===== config.mk =====
export PLATFORM = sky130hd
export DESIGN_NAME = shift_ram_arbiter
export DESIGN_NICKNAME = d
export VERILOG_FILES = /design/src/rtl/shift_ram_pkg.sv /design/src/rtl/rr_arb2.sv /design/src/rtl/shift_ram_arbiter.sv
export SDC_FILE = /design/constraint.sdc
export NUM_CORES = 1
export LEC_CHECK = 0
export ABC_CLOCK_PERIOD_IN_PS = 2500
export BUFFER_PORTS_ARGS = -buffer_cell sky130_fd_sc_hd__buf_2
export CAP_MARGIN = 25
export CORE_UTILIZATION = 36
export CTS_BUF_LIST = sky130_fd_sc_hd__clkbuf_4 sky130_fd_sc_hd__clkbuf_8 sky130_fd_sc_hd__clkbuf_16
export CTS_CLUSTER_SIZE = 10
export DETAILED_ROUTE_END_ITERATION = 8
export PLACE_DENSITY = 0.78
export SKIP_LAST_GASP = 1
export SLEW_MARGIN = 40
export SYNTH_ARGS = -nofsm -noshare
export SYNTH_HDL_FRONTEND = slang
export SYNTH_SLANG_ARGS = --single-unit

===== constraint.sdc =====
create_clock -name clk -period 2.5 [get_ports clk]
set_input_delay 0.5 -clock clk [delete_from_list [all_inputs] [get_ports clk]]
set_output_delay 0.5 -clock clk [all_outputs]
set_load 0.01 [all_outputs]

===== src/rtl/shift_ram_pkg.sv =====
// shift_ram_pkg: shared sizes and FSM encoding for the shift-RAM arbiter slice.
package shift_ram_pkg;
   localparam int DATA_WIDTH = 8;
   localparam int DEPTH      = 8;
   localparam int ADDR_WIDTH = 3;
   typedef enum logic {ST_RUN = 1'b0, ST_CLR = 1'b1} state_t;
endpackage


===== src/rtl/rr_arb2.sv =====
// rr_arb2: two-way round-robin arbiter; the pointer names the client that wins a tie.
module rr_arb2 (
   input  logic       clk,
   input  logic       reset,
   input  logic [1:0] req,
   input  logic       en,
   output logic [1:0] gnt
);
   logic prio_q, prio_d;
   always_comb begin
      gnt    = !en ? 2'b00 : (req == 2'b11) ? (prio_q ? 2'b10 : 2'b01) : req;
      prio_d = gnt[0] ? 1'b1 : gnt[1] ? 1'b0 : prio_q;
   end
   always_ff @(posedge clk) prio_q <= reset ? 1'b0 : prio_d;
endmodule


===== src/rtl/shift_ram_arbiter.sv =====
// shift_ram_arbiter: shares a push-on-write shift RAM between two clients,
// tracks its fill level and returns read data one cycle after acceptance.
module shift_ram_arbiter
   import shift_ram_pkg::*;
(
   input  logic                    clk,
   input  logic                    reset,
   input  logic                    clr,
   input  logic [1:0]              req,
   input  logic [1:0]              cmd_we,
   input  logic [2*ADDR_WIDTH-1:0] cmd_addr,
   input  logic [2*DATA_WIDTH-1:0] cmd_wdata,
   output logic [1:0]              gnt,
   output logic [1:0]              rvalid,
   output logic                    rerr,
   output logic [DATA_WIDTH-1:0]   rdata,
   output logic [ADDR_WIDTH:0]     fill,
   output logic                    busy,
   output logic                    ram_en,
   output logic                    ram_we,
   output logic [ADDR_WIDTH-1:0]   ram_addr,
   output logic [DATA_WIDTH-1:0]   ram_di,
   output logic                    ram_rst,
   input  logic [DATA_WIDTH-1:0]   ram_do
);
   localparam logic [ADDR_WIDTH:0] FULL = (ADDR_WIDTH+1)'(DEPTH);
   state_t                state_q, state_d;
   logic [ADDR_WIDTH:0]   fill_q, fill_d;
   logic [1:0]            rvalid_q, rvalid_d;
   logic                  rerr_q, rerr_d;
   logic                  acc, sel, squash;
   logic [ADDR_WIDTH-1:0] addr;

   rr_arb2 u_arb (
      .clk   (clk),
      .reset (reset),
      .req   (req),
      .en    (!reset && state_q == ST_RUN && !clr),
      .gnt   (gnt)
   );

   always_comb begin
      acc      = |gnt;
      sel      = gnt[1];
      addr     = sel ? cmd_addr[2*ADDR_WIDTH-1:ADDR_WIDTH] : cmd_addr[ADDR_WIDTH-1:0];
      ram_en   = acc;
      ram_we   = acc && cmd_we[sel];
      ram_addr = acc ? addr : '0;
      ram_di   = acc ? (sel ? cmd_wdata[2*DATA_WIDTH-1:DATA_WIDTH] : cmd_wdata[DATA_WIDTH-1:0]) : '0;
      ram_rst  = reset || state_q == ST_CLR;
      busy     = state_q == ST_CLR;
      fill     = fill_q;
      // a clear or reset landing on the return cycle kills the pending read
      squash   = reset || clr;
      rvalid   = squash ? 2'b00 : rvalid_q;
      rerr     = !squash && rerr_q;
      rdata    = (|rvalid && !rerr) ? ram_do : '0;
      state_d  = (state_q == ST_RUN && clr) ? ST_CLR : ST_RUN;
      fill_d   = (state_q == ST_CLR) ? '0 : (ram_we && fill_q != FULL) ? fill_q + 1'b1 : fill_q;
      rvalid_d = (acc && !ram_we) ? gnt : 2'b00;
      rerr_d   = acc && !ram_we && {1'b0, addr} >= fill_q;
   end

   always_ff @(posedge clk) begin
      if (reset) begin
         state_q  <= ST_RUN;
         fill_q   <= '0;
         rvalid_q <= '0;
         rerr_q   <= 1'b0;
      end else begin
         state_q  <= state_d;
         fill_q   <= fill_d;
         rvalid_q <= rvalid_d;
         rerr_q   <= rerr_d;
      end
   end
endmodule


==> impl_metrics.py, run 1 <==
metrics = {
    "global_routing": {
        "grt_overflow": 0,
        "grt_pass1_vias": 709,
        "gr-usage-all-layers_pct": 18.5,
        "grt_pass1_wl_mm": 2.88,
        "antenna_found_initial": 0,
        "grt_max_degree": 12,
    },
    "yosys": {
        "ys.flop_type": "dfxtp_1",
        "yosysTopAreaCell": "dfxtp_1",
        "synth_area_per_cell_um2": 7.14,
        "synth_nets": 148,
        "yosysTopAreaCellShare_pct": 23.8,
        "syn_area_um2": 757,
        "synthArstFlopShare_pct": 0,
        "synth_edf_count": 0,
        "synthDistinctLibCells": 30,
        "syn_inst": 106,
        "ys_seq_area_share_pct": 23.8,
        "synth-seq-cells": 9,
        "ys_warn_count": 0,
        "synth.area.top_cells": "dfxtp_1 (24%), nand2_1 (12%), and2_1 (12%)",
    },
    "sta": {
        "tns_ns": 0,
        "worstMarginPinSlew_ns": 0.631,
        "finClkSkew_ns": 0.00119,
        "fin_crit_sh_pct": 92.0,
        "setup_viol": 0,
        "final_hold_viol_count": 0,
        "timing.hold.ws_ns": 0.419,
        "timing.slew.headroom_pct": 56.8,
        "maxSlewViolCount": 0,
        "post-route-min-period_ns": 2.30,
        "rsz0062_at_grt": "false",
        "timing.fmax_mhz": 435,
    },
    "setup_path": {
        "crit_chain": "buf_2 > nor2b_1 > nand3_1 > mux2_2 > and2_1 > buf_2",
        "crit_arrival_ns": 1.80,
        "r2r-start": "busy",
        "start_kind": "primary input",
        "crit_type": "in2out",
        "critPathSlowestCell": "mux2_2",
        "cp_max_fo": 6,
        "crit_top_cell": "buf_2",
        "required_ns": 2.00,
        "slowest_delay_ns": 0.36,
        "worstSetupStartpoint": "clr",
        "crit_path_end_kind": "output port",
    },
    "pwr": {
        "internal_power_mw": 0.272,
        "peakVddDrop_mv": 0.410,
        "seqPwrFrac_pct": 40.0,
        "cellLeakagePower_nw": 0.684,
        "comb_power_share_pct": 27.7,
        "p_per_area_nw_per_um2": 329,
        "p_sw_share_pct": 28.8,
        "p_clk_share_pct": 32.3,
        "p_sw_mw": 0.110,
    },
    "final_layout": {
        "final_design_area_no_fill_um2": 1160,
        "final_util_pct": 59.2,
        "final.fill_count": 206,
        "regArea_um2": 180,
        "nNetsFinal": 220,
        "antenna_cells": 0,
        "areaGrowthSynthToFinish_pct": 53.4,
        "drive_gt1_share_pct": 45.8,
        "multi_input_area_um2": 532,
    },
    "routing": {
        "wl_per_cell_um": 11.0,
        "dr.pass1.iters": 4,
        "num_vias": 970,
        "drtIter0Drc": 13,
        "drc_errors": 0,
        "final_antenna_net_count": 0,
        "drt_wl_total_mm": 2.24,
        "avgViaCountPerCell": 4.75,
    },
    "floorplanning": {
        "fp.dieArea_um2": 2290,
        "die_h_um": 47.9,
        "start_util_pct": 38.6,
        "ios": 69,
        "die_w_um": 47.9,
        "rows": 16,
        "placeableCoreArea_um2": 1960,
    },
    "placed_design": {
        "gp_congestion": 0.726,
        "post-dp-hpwl_mm": 1.89,
        "port-buffer-count": 68,
        "place_area_um2": 1130,
    },
    "clocking": {
        "post_cts_buffers": 0,
        "cts_hold_buf": 0,
        "cts_buffers": 3,
        "clock_latency_ns": 0.26,
        "cts-root-buf": "clkbuf_4",
        "clkSinkCount": 9,
        "ctsResizeCount": 0,
        "cts_tree": "done",
        "cts_max_level": 1,
        "clockBufferDepth": 2,
        "cts.reportedPaths.clkPinSlew_ns": 0.06,
    },
    "worst_hold_path": {
        "hp-start": "cmd_we[1]",
        "min_path_type": "in2reg",
    },
    "flow_run": {
        "max_cap_violations": 0,
    },
    "outcome": {
        "status": "finished clean",
    },
}
[worst paths after layout]
check	to	slack, ns	cells past startpoint
max	ram_addr[2]	0.20	6
min reg2reg	fill[2]	0.50	2
min	rvalid_q[1]	0.42	2
max reg2reg	rerr_q	0.39	8
[synth_stat cells, types with 2 or more instances]
cell type and n:
nand3_1 3, nand2_1 24, and2_1 14, clkbuf_1 2, inv_1 6, mux2_2 2
nor2_1 7, mux2i_1 4, dfxtp_1 9, a21oi_1 9, ha_1 5, nand4_1 2
nand2b_1 2
[layout make-up]
type | instances | area share [%]
timing repair buffer | 70 | 30.6
tap | 27 | 2.91
sequential | 9 | 15.5
inverter | 8 | 2.59
clock buffer | 4 | 2.59
multi-input combinational | 86 | 45.8
[kinds of logic after synthesis]
logic type	count (synthesis)	synth area share (%)
flops	9	23.8
fa+ha+maj	5	8.26
compound gates	16	14.4
buf+inv	11	5.95
mux	6	8.26
simple gates	59	39.3
[sequential cells by signal (all words and copies together), names as in the netlist]
register and flops:
u_arb.prio_q 1, rvalid_q 2, busy 1, rerr_q 1
fill 4
[placed cells by master (no fill, tap or decap), types with 3 or more instances in the layout]
cell type / n
ha_1: 5
clkbuf_4: 4
dfxtp_1: 9
nor2_1: 7
nand2_1: 24
inv_1: 6
mux2i_1: 4
and2_1: 14
nand3_1: 3
a21oi_1: 9
buf_2: 68
[power by group through the flow]
stage          Sequential (mW)  Combinational [mW]  Clock (mW)
6_report                 0.153               0.106       0.123
5_1_grt                  0.154               0.119       0.133
4_1_cts                  0.153               0.107       0.124
3_5_place_dp             0.156               0.106           0
3_3_place_gp             0.156               0.102           0
2_1_floorplan            0.156              0.0521           0
[layer usage]
layer | track usage, % | vias up | routed length (um)
met5 | 0 | - | 0
met4 | 6.67 | 0 | 18
li1 | - | 497 | -
met1 | 17.6 | 436 | 851
met3 | 6.04 | 4 | 147
met2 | 36.2 | 33 | 1230
[through the flow]
step / worst slack [ns] / total power, mW / std cells
2_1_floorplan: 0.324 / 0.208 / 106
3_3_place_gp: 0.265 / 0.258 / 200
3_5_place_dp: 0.104 / 0.262 / 200
4_1_cts: 0.195 / 0.384 / 204
5_1_grt: 0.0742 / 0.406 / 204
6_report: 0.199 / 0.382 / 204
[worst max-delay path, delay by kind of cell]
family | cells | cell delay [ns]
and+or+nand+nor | 3 | 0.67
muxes | 1 | 0.36
buffers and inverters | 2 | 0.26
(Power assumes the default switching activity.)
==> inputs of run 2 (changes only) <==
ABC_CLOCK_PERIOD_IN_PS = 2700   (was 2500)
CORE_ASPECT_RATIO = 1.2   (was unset)
CORE_UTILIZATION = 39   (was 36)
PLACE_DENSITY = 0.84   (was 0.78)
clock period = 2.7 ns   (was 2.5 ns; I/O delays follow)
==> impl_metrics.py, run 2 (synthesized netlist as in run 1, its figures left out) <==
metrics = {
    "worst_hold_path": {
        "min_path_type": "in2reg",
        "hp-start": "cmd_we[1]",
        "hold_end": "rvalid_q[1]",
        "hold_path_depth": 2,
    },
    "routing": {
        "dr.pass1.iters": 6,
        "drc_errors": 0,
        "wl_per_cell_um": 10.9,
        "final_antenna_net_count": 0,
        "drtIter0Drc": 17,
        "num_vias": 967,
        "avgViaCountPerCell": 4.96,
        "drt_wl_total_mm": 2.12,
    },
    "clocking": {
        "clkSinkCount": 9,
        "cts.reportedPaths.clkPinSlew_ns": 0.05,
        "cts_max_level": 1,
        "cts_hold_buf": 0,
        "cts_tree": "done",
        "ctsResizeCount": 0,
        "clockBufferDepth": 2,
        "post_cts_buffers": 0,
        "cts_buffers": 3,
        "cts-root-buf": "clkbuf_4",
        "clock_latency_ns": 0.26,
    },
    "global_routing": {
        "grt_pass1_wl_mm": 3.35,
        "grt_max_degree": 12,
        "antenna_found_initial": 0,
        "gr-usage-all-layers_pct": 20.1,
        "grt_overflow": 0,
        "grt_pass1_vias": 865,
    },
    "floorplanning": {
        "die_h_um": 50.3,
        "ios": 69,
        "start_util_pct": 41.4,
        "rows": 17,
        "fp.dieArea_um2": 2120,
        "die_w_um": 42.2,
        "placeableCoreArea_um2": 1830,
    },
    "final_layout": {
        "final_cell_mix": "buf_2 (68), nand2_1 (24), and2_1 (14)",
        "final_util_pct": 62.5,
        "drive_gt1_share_pct": 45.5,
        "antenna_cells": 0,
        "fin_cells": 195,
        "areaGrowthSynthToFinish_pct": 51.1,
        "largest_reg_flops": 4,
        "layout_commonest_cell": "buf_2",
        "nNetsFinal": 219,
    },
    "pwr": {
        "p_clk_share_pct": 32.0,
        "p_per_area_nw_per_um2": 306,
        "internal_power_mw": 0.251,
        "p_sw_share_pct": 28.3,
        "cellLeakagePower_nw": 0.679,
        "p_sw_mw": 0.0992,
        "comb_power_share_pct": 27.6,
        "peakVddDrop_mv": 0.236,
        "seqPwrFrac_pct": 40.4,
    },
    "sta": {
        "fin_crit_sh_pct": 88.8,
        "timing.fmax_mhz": 417,
        "timing.hold.ws_ns": 0.448,
        "setup_viol": 0,
        "post-route-min-period_ns": 2.40,
        "rsz0062_at_grt": "false",
        "maxSlewViolCount": 0,
        "tns_ns": 0,
        "final_hold_viol_count": 0,
        "finClkSkew_ns": 0.00313,
        "layout_setup_ws_ns": 0.302,
        "timing.slew.headroom_pct": 57.3,
        "worstMarginPinSlew_ns": 0.624,
    },
    "setup_path": {
        "cp_max_fo": 6,
        "critPathSlowestCell": "mux2_2",
        "start_kind": "primary input",
        "crit_type": "in2out",
        "ff2ff_setup_slack_ns": 0.62,
        "crit_arrival_ns": 1.86,
        "r2r-start": "busy",
        "crit_buf_inv": 2,
        "required_ns": 2.16,
        "crit_top_cell": "buf_2",
        "rr_endpoint": "rerr_q",
        "slowest_delay_ns": 0.36,
        "crit_chain": "buf_2 > nor2b_1 > nand3_1 > mux2_2 > and2_1 > buf_2",
        "crit_family": "simple AND/OR/NAND/NOR gates",
        "reg2reg_depth": 8,
        "crit_path_end_kind": "output port",
    },
    "outcome": {
        "status": "finished clean",
    },
    "placed_design": {
        "post-dp-hpwl_mm": 1.81,
        "dp_slack_ns": 0.288,
        "dpl.cell_count": 191,
        "gp_congestion": 0.779,
        "port-buffer-count": 68,
    },
    "flow_run": {
        "max_cap_violations": 0,
    },
}
==> run 2: cell count changes in the layout (fill, tap and decap cells not counted), sizes merged <==
cell,change
buf,-1
==> run 2: worst max path at each step <==
stage                       from           to  slack (ns)  cells past startpoint
final                        clr  ram_addr[2]        0.30                      6
after global routing         clr    ram_di[5]        0.09                      7
after CTS                    clr  ram_addr[2]        0.31                      6
after detailed placement     clr       rerr_q        0.29                      9
after global placement       clr  ram_addr[1]        0.38                      6
after floorplan           req[1]       rerr_q        0.48                      9
==> run 2: per-stage QoR <==
step / cell area (um2) / power [mW]
after detailed placement: 1110 / 0.240
final: 1140 / 0.350
after floorplan: 757 / 0.193
after global routing: 1140 / 0.373
after global placement: 1110 / 0.238
after CTS: 1140 / 0.354
==> run 2: power groups by stage <==
stage	clock, mW	sequential [mW]	combinational (mW)
after detailed placement	0	0.144	0.0961
after global routing	0.122	0.142	0.109
after CTS	0.116	0.141	0.0966
after floorplan	0	0.145	0.0483
after global placement	0	0.144	0.0933
final	0.112	0.141	0.0967
==> run 2: metal layers <==
layer / track usage, % / share of wire, % / up-vias
li1: - / - / 494
met3: 7.55 / 6.8 / 4
met5: 0 / 0 / -
met1: 20.0 / 39 / 434
met2: 36.4 / 52 / 35
met4: 9.38 / 1.6 / 0
==> run 2: layout make-up <==
cell class,count,area (um2)
inverter,8,30.0
multi-input combinational,86,532
fill,177,686
clock buffer,4,30.0
tap,19,23.8
timing repair buffer,69,348
sequential,9,180
==> run 2: worst register-to-register path, delay by kind of cell, from the launching register on <==
family / cells / cell delay (ns)
simple gates: 4 / 0.73
compound gates: 2 / 0.34
flops: 1 / 0.35
mux: 1 / 0.28
fa+ha+maj: 1 / 0.27
==> inputs of run 3 (changes only) <==
CORE_MARGIN = 5   (was unset)
CTS_CLUSTER_SIZE = 28   (was 10)
==> impl_metrics.py, run 3 (synthesized netlist as in run 1, its figures left out) <==
metrics = {
    "worst_hold_path": {
        "min_path_type": "in2reg",
    },
    "routing": {
        "drt_wl_total_mm": 2.48,
        "dr.pass1.iters": 4,
        "avgViaCountPerCell": 5.02,
        "wl_per_cell_um": 12.7,
        "final_antenna_net_count": 0,
        "drc_errors": 0,
        "drtIter0Drc": 29,
        "num_vias": 979,
    },
    "final_layout": {
        "multi_input_area_um2": 532,
        "layout_commonest_cell": "buf_2",
        "regArea_um2": 180,
        "largest_reg_flops": 4,
        "antenna_cells": 0,
        "areaGrowthSynthToFinish_pct": 51.1,
        "nNetsFinal": 219,
        "drive_gt1_share_pct": 45.5,
        "final.fill_count": 177,
        "final_cell_mix": "buf_2 (68), nand2_1 (24), and2_1 (14)",
    },
    "placed_design": {
        "port-buffer-count": 68,
        "gp_congestion": 0.782,
        "dp_slack_ns": 0.258,
        "post-dp-hpwl_mm": 2.16,
    },
    "clocking": {
        "clkSinkCount": 9,
        "cts_tree": "done",
        "ctsResizeCount": 0,
        "post_cts_buffers": 0,
        "cts.reportedPaths.clkPinSlew_ns": 0.06,
        "cts_hold_buf": 0,
        "clockBufferDepth": 2,
        "cts-root-buf": "clkbuf_4",
        "cts_max_level": 1,
        "clock_latency_ns": 0.26,
        "cts_buffers": 3,
    },
    "setup_path": {
        "cp_max_fo": 7,
        "required_ns": 2.16,
        "critPathSlowestCell": "mux2_2",
        "slowest_delay_ns": 0.37,
        "crit_top_cell": "buf_2",
        "crit_arrival_ns": 1.87,
        "crit_type": "in2out",
        "start_kind": "primary input",
        "crit_path_end_kind": "output port",
        "crit_chain": "buf_2 > nor2b_1 > nand3_1 > mux2_2 > and2_1 > buf_2",
    },
    "sta": {
        "finClkSkew_ns": 0.00405,
        "fin_crit_sh_pct": 89.4,
        "tns_ns": 0,
        "post-route-min-period_ns": 2.41,
        "worstMarginPinSlew_ns": 0.565,
        "layout_setup_ws_ns": 0.287,
        "timing.fmax_mhz": 414,
        "timing.slew.headroom_pct": 61.4,
        "final_hold_viol_count": 0,
        "maxSlewViolCount": 0,
        "rsz0062_at_grt": "false",
        "setup_viol": 0,
    },
    "pwr": {
        "internal_power_mw": 0.251,
        "p_sw_share_pct": 28.6,
        "p_clk_share_pct": 32.1,
        "p_per_area_nw_per_um2": 307,
        "p_sw_mw": 0.100,
        "peakVddDrop_mv": 0.267,
        "comb_power_share_pct": 27.5,
        "seqPwrFrac_pct": 40.4,
        "cellLeakagePower_nw": 0.679,
    },
    "global_routing": {
        "grt_overflow": 0,
        "grt_pass1_vias": 956,
        "gr-usage-all-layers_pct": 17.0,
        "grt_pass1_wl_mm": 4.00,
        "antenna_found_initial": 0,
        "grt_max_degree": 12,
    },
    "floorplanning": {
        "start_util_pct": 40.9,
        "die_h_um": 58.3,
        "fp.dieArea_um2": 2930,
        "die_w_um": 50.2,
        "rows": 17,
        "placeableCoreArea_um2": 1850,
        "ios": 69,
    },
    "flow_run": {
        "max_cap_violations": 0,
    },
    "outcome": {
        "status": "finished clean",
    },
}
run 3: cell counts in the layout (fill, tap and decap cells not counted):
No cell type changed its count.
run 3: worst paths after layout:
kind         depth (start not counted)  startpoint  slack [ns]     endpoint
max                                  6         clr        0.29  ram_addr[1]
max reg2reg                          8        busy        0.58       rerr_q
min                                  2   cmd_we[1]        0.46  rvalid_q[1]
min reg2reg                          2     fill[2]        0.50      fill[2]
run 3: metrics by stage:
step / hold WS [ns] / util [%] / power [mW] / cell area (um2) / cells
5_1_grt: 0.452 / 61.8 / 0.381 / 1140 / 195
3_3_place_gp: 0.488 / 60.2 / 0.238 / 1110 / 191
3_5_place_dp: 0.491 / 60.2 / 0.242 / 1110 / 191
2_1_floorplan: 0.452 / - / 0.193 / 757 / 106
4_1_cts: 0.463 / 61.8 / 0.357 / 1140 / 195
6_report: 0.465 / 61.8 / 0.351 / 1140 / 195
run 3: layout make-up:
type	count	share of cell area, %
multi-input cells	86	46.5
repair buffers	69	30.4
flip-flops and latches	9	15.8
clock buffers	4	2.63
inverters	8	2.63
well taps	19	2.08
run 3: power by group through the flow:
stage          clock [mW]  combinational (mW)  sequential (mW)
6_report            0.113              0.0966            0.142
5_1_grt             0.129               0.109            0.143
4_1_cts             0.118              0.0975            0.142
3_5_place_dp            0              0.0971            0.145
3_3_place_gp            0              0.0933            0.144
2_1_floorplan           0              0.0483            0.145
run 3: layer usage:
metal	vias up	wire (um)	global-route usage, %
met1	437	815	15.4
met3	3	254	7.46
li1	494	-	-
met5	-	0	0
met4	0	17	5.62
met2	45	1390	32.5
run 3: worst max-delay path, delay by kind of cell:
family	cells	cell delay [ns]
simple gates	3	0.71
mux	1	0.37
buf+inv	2	0.26
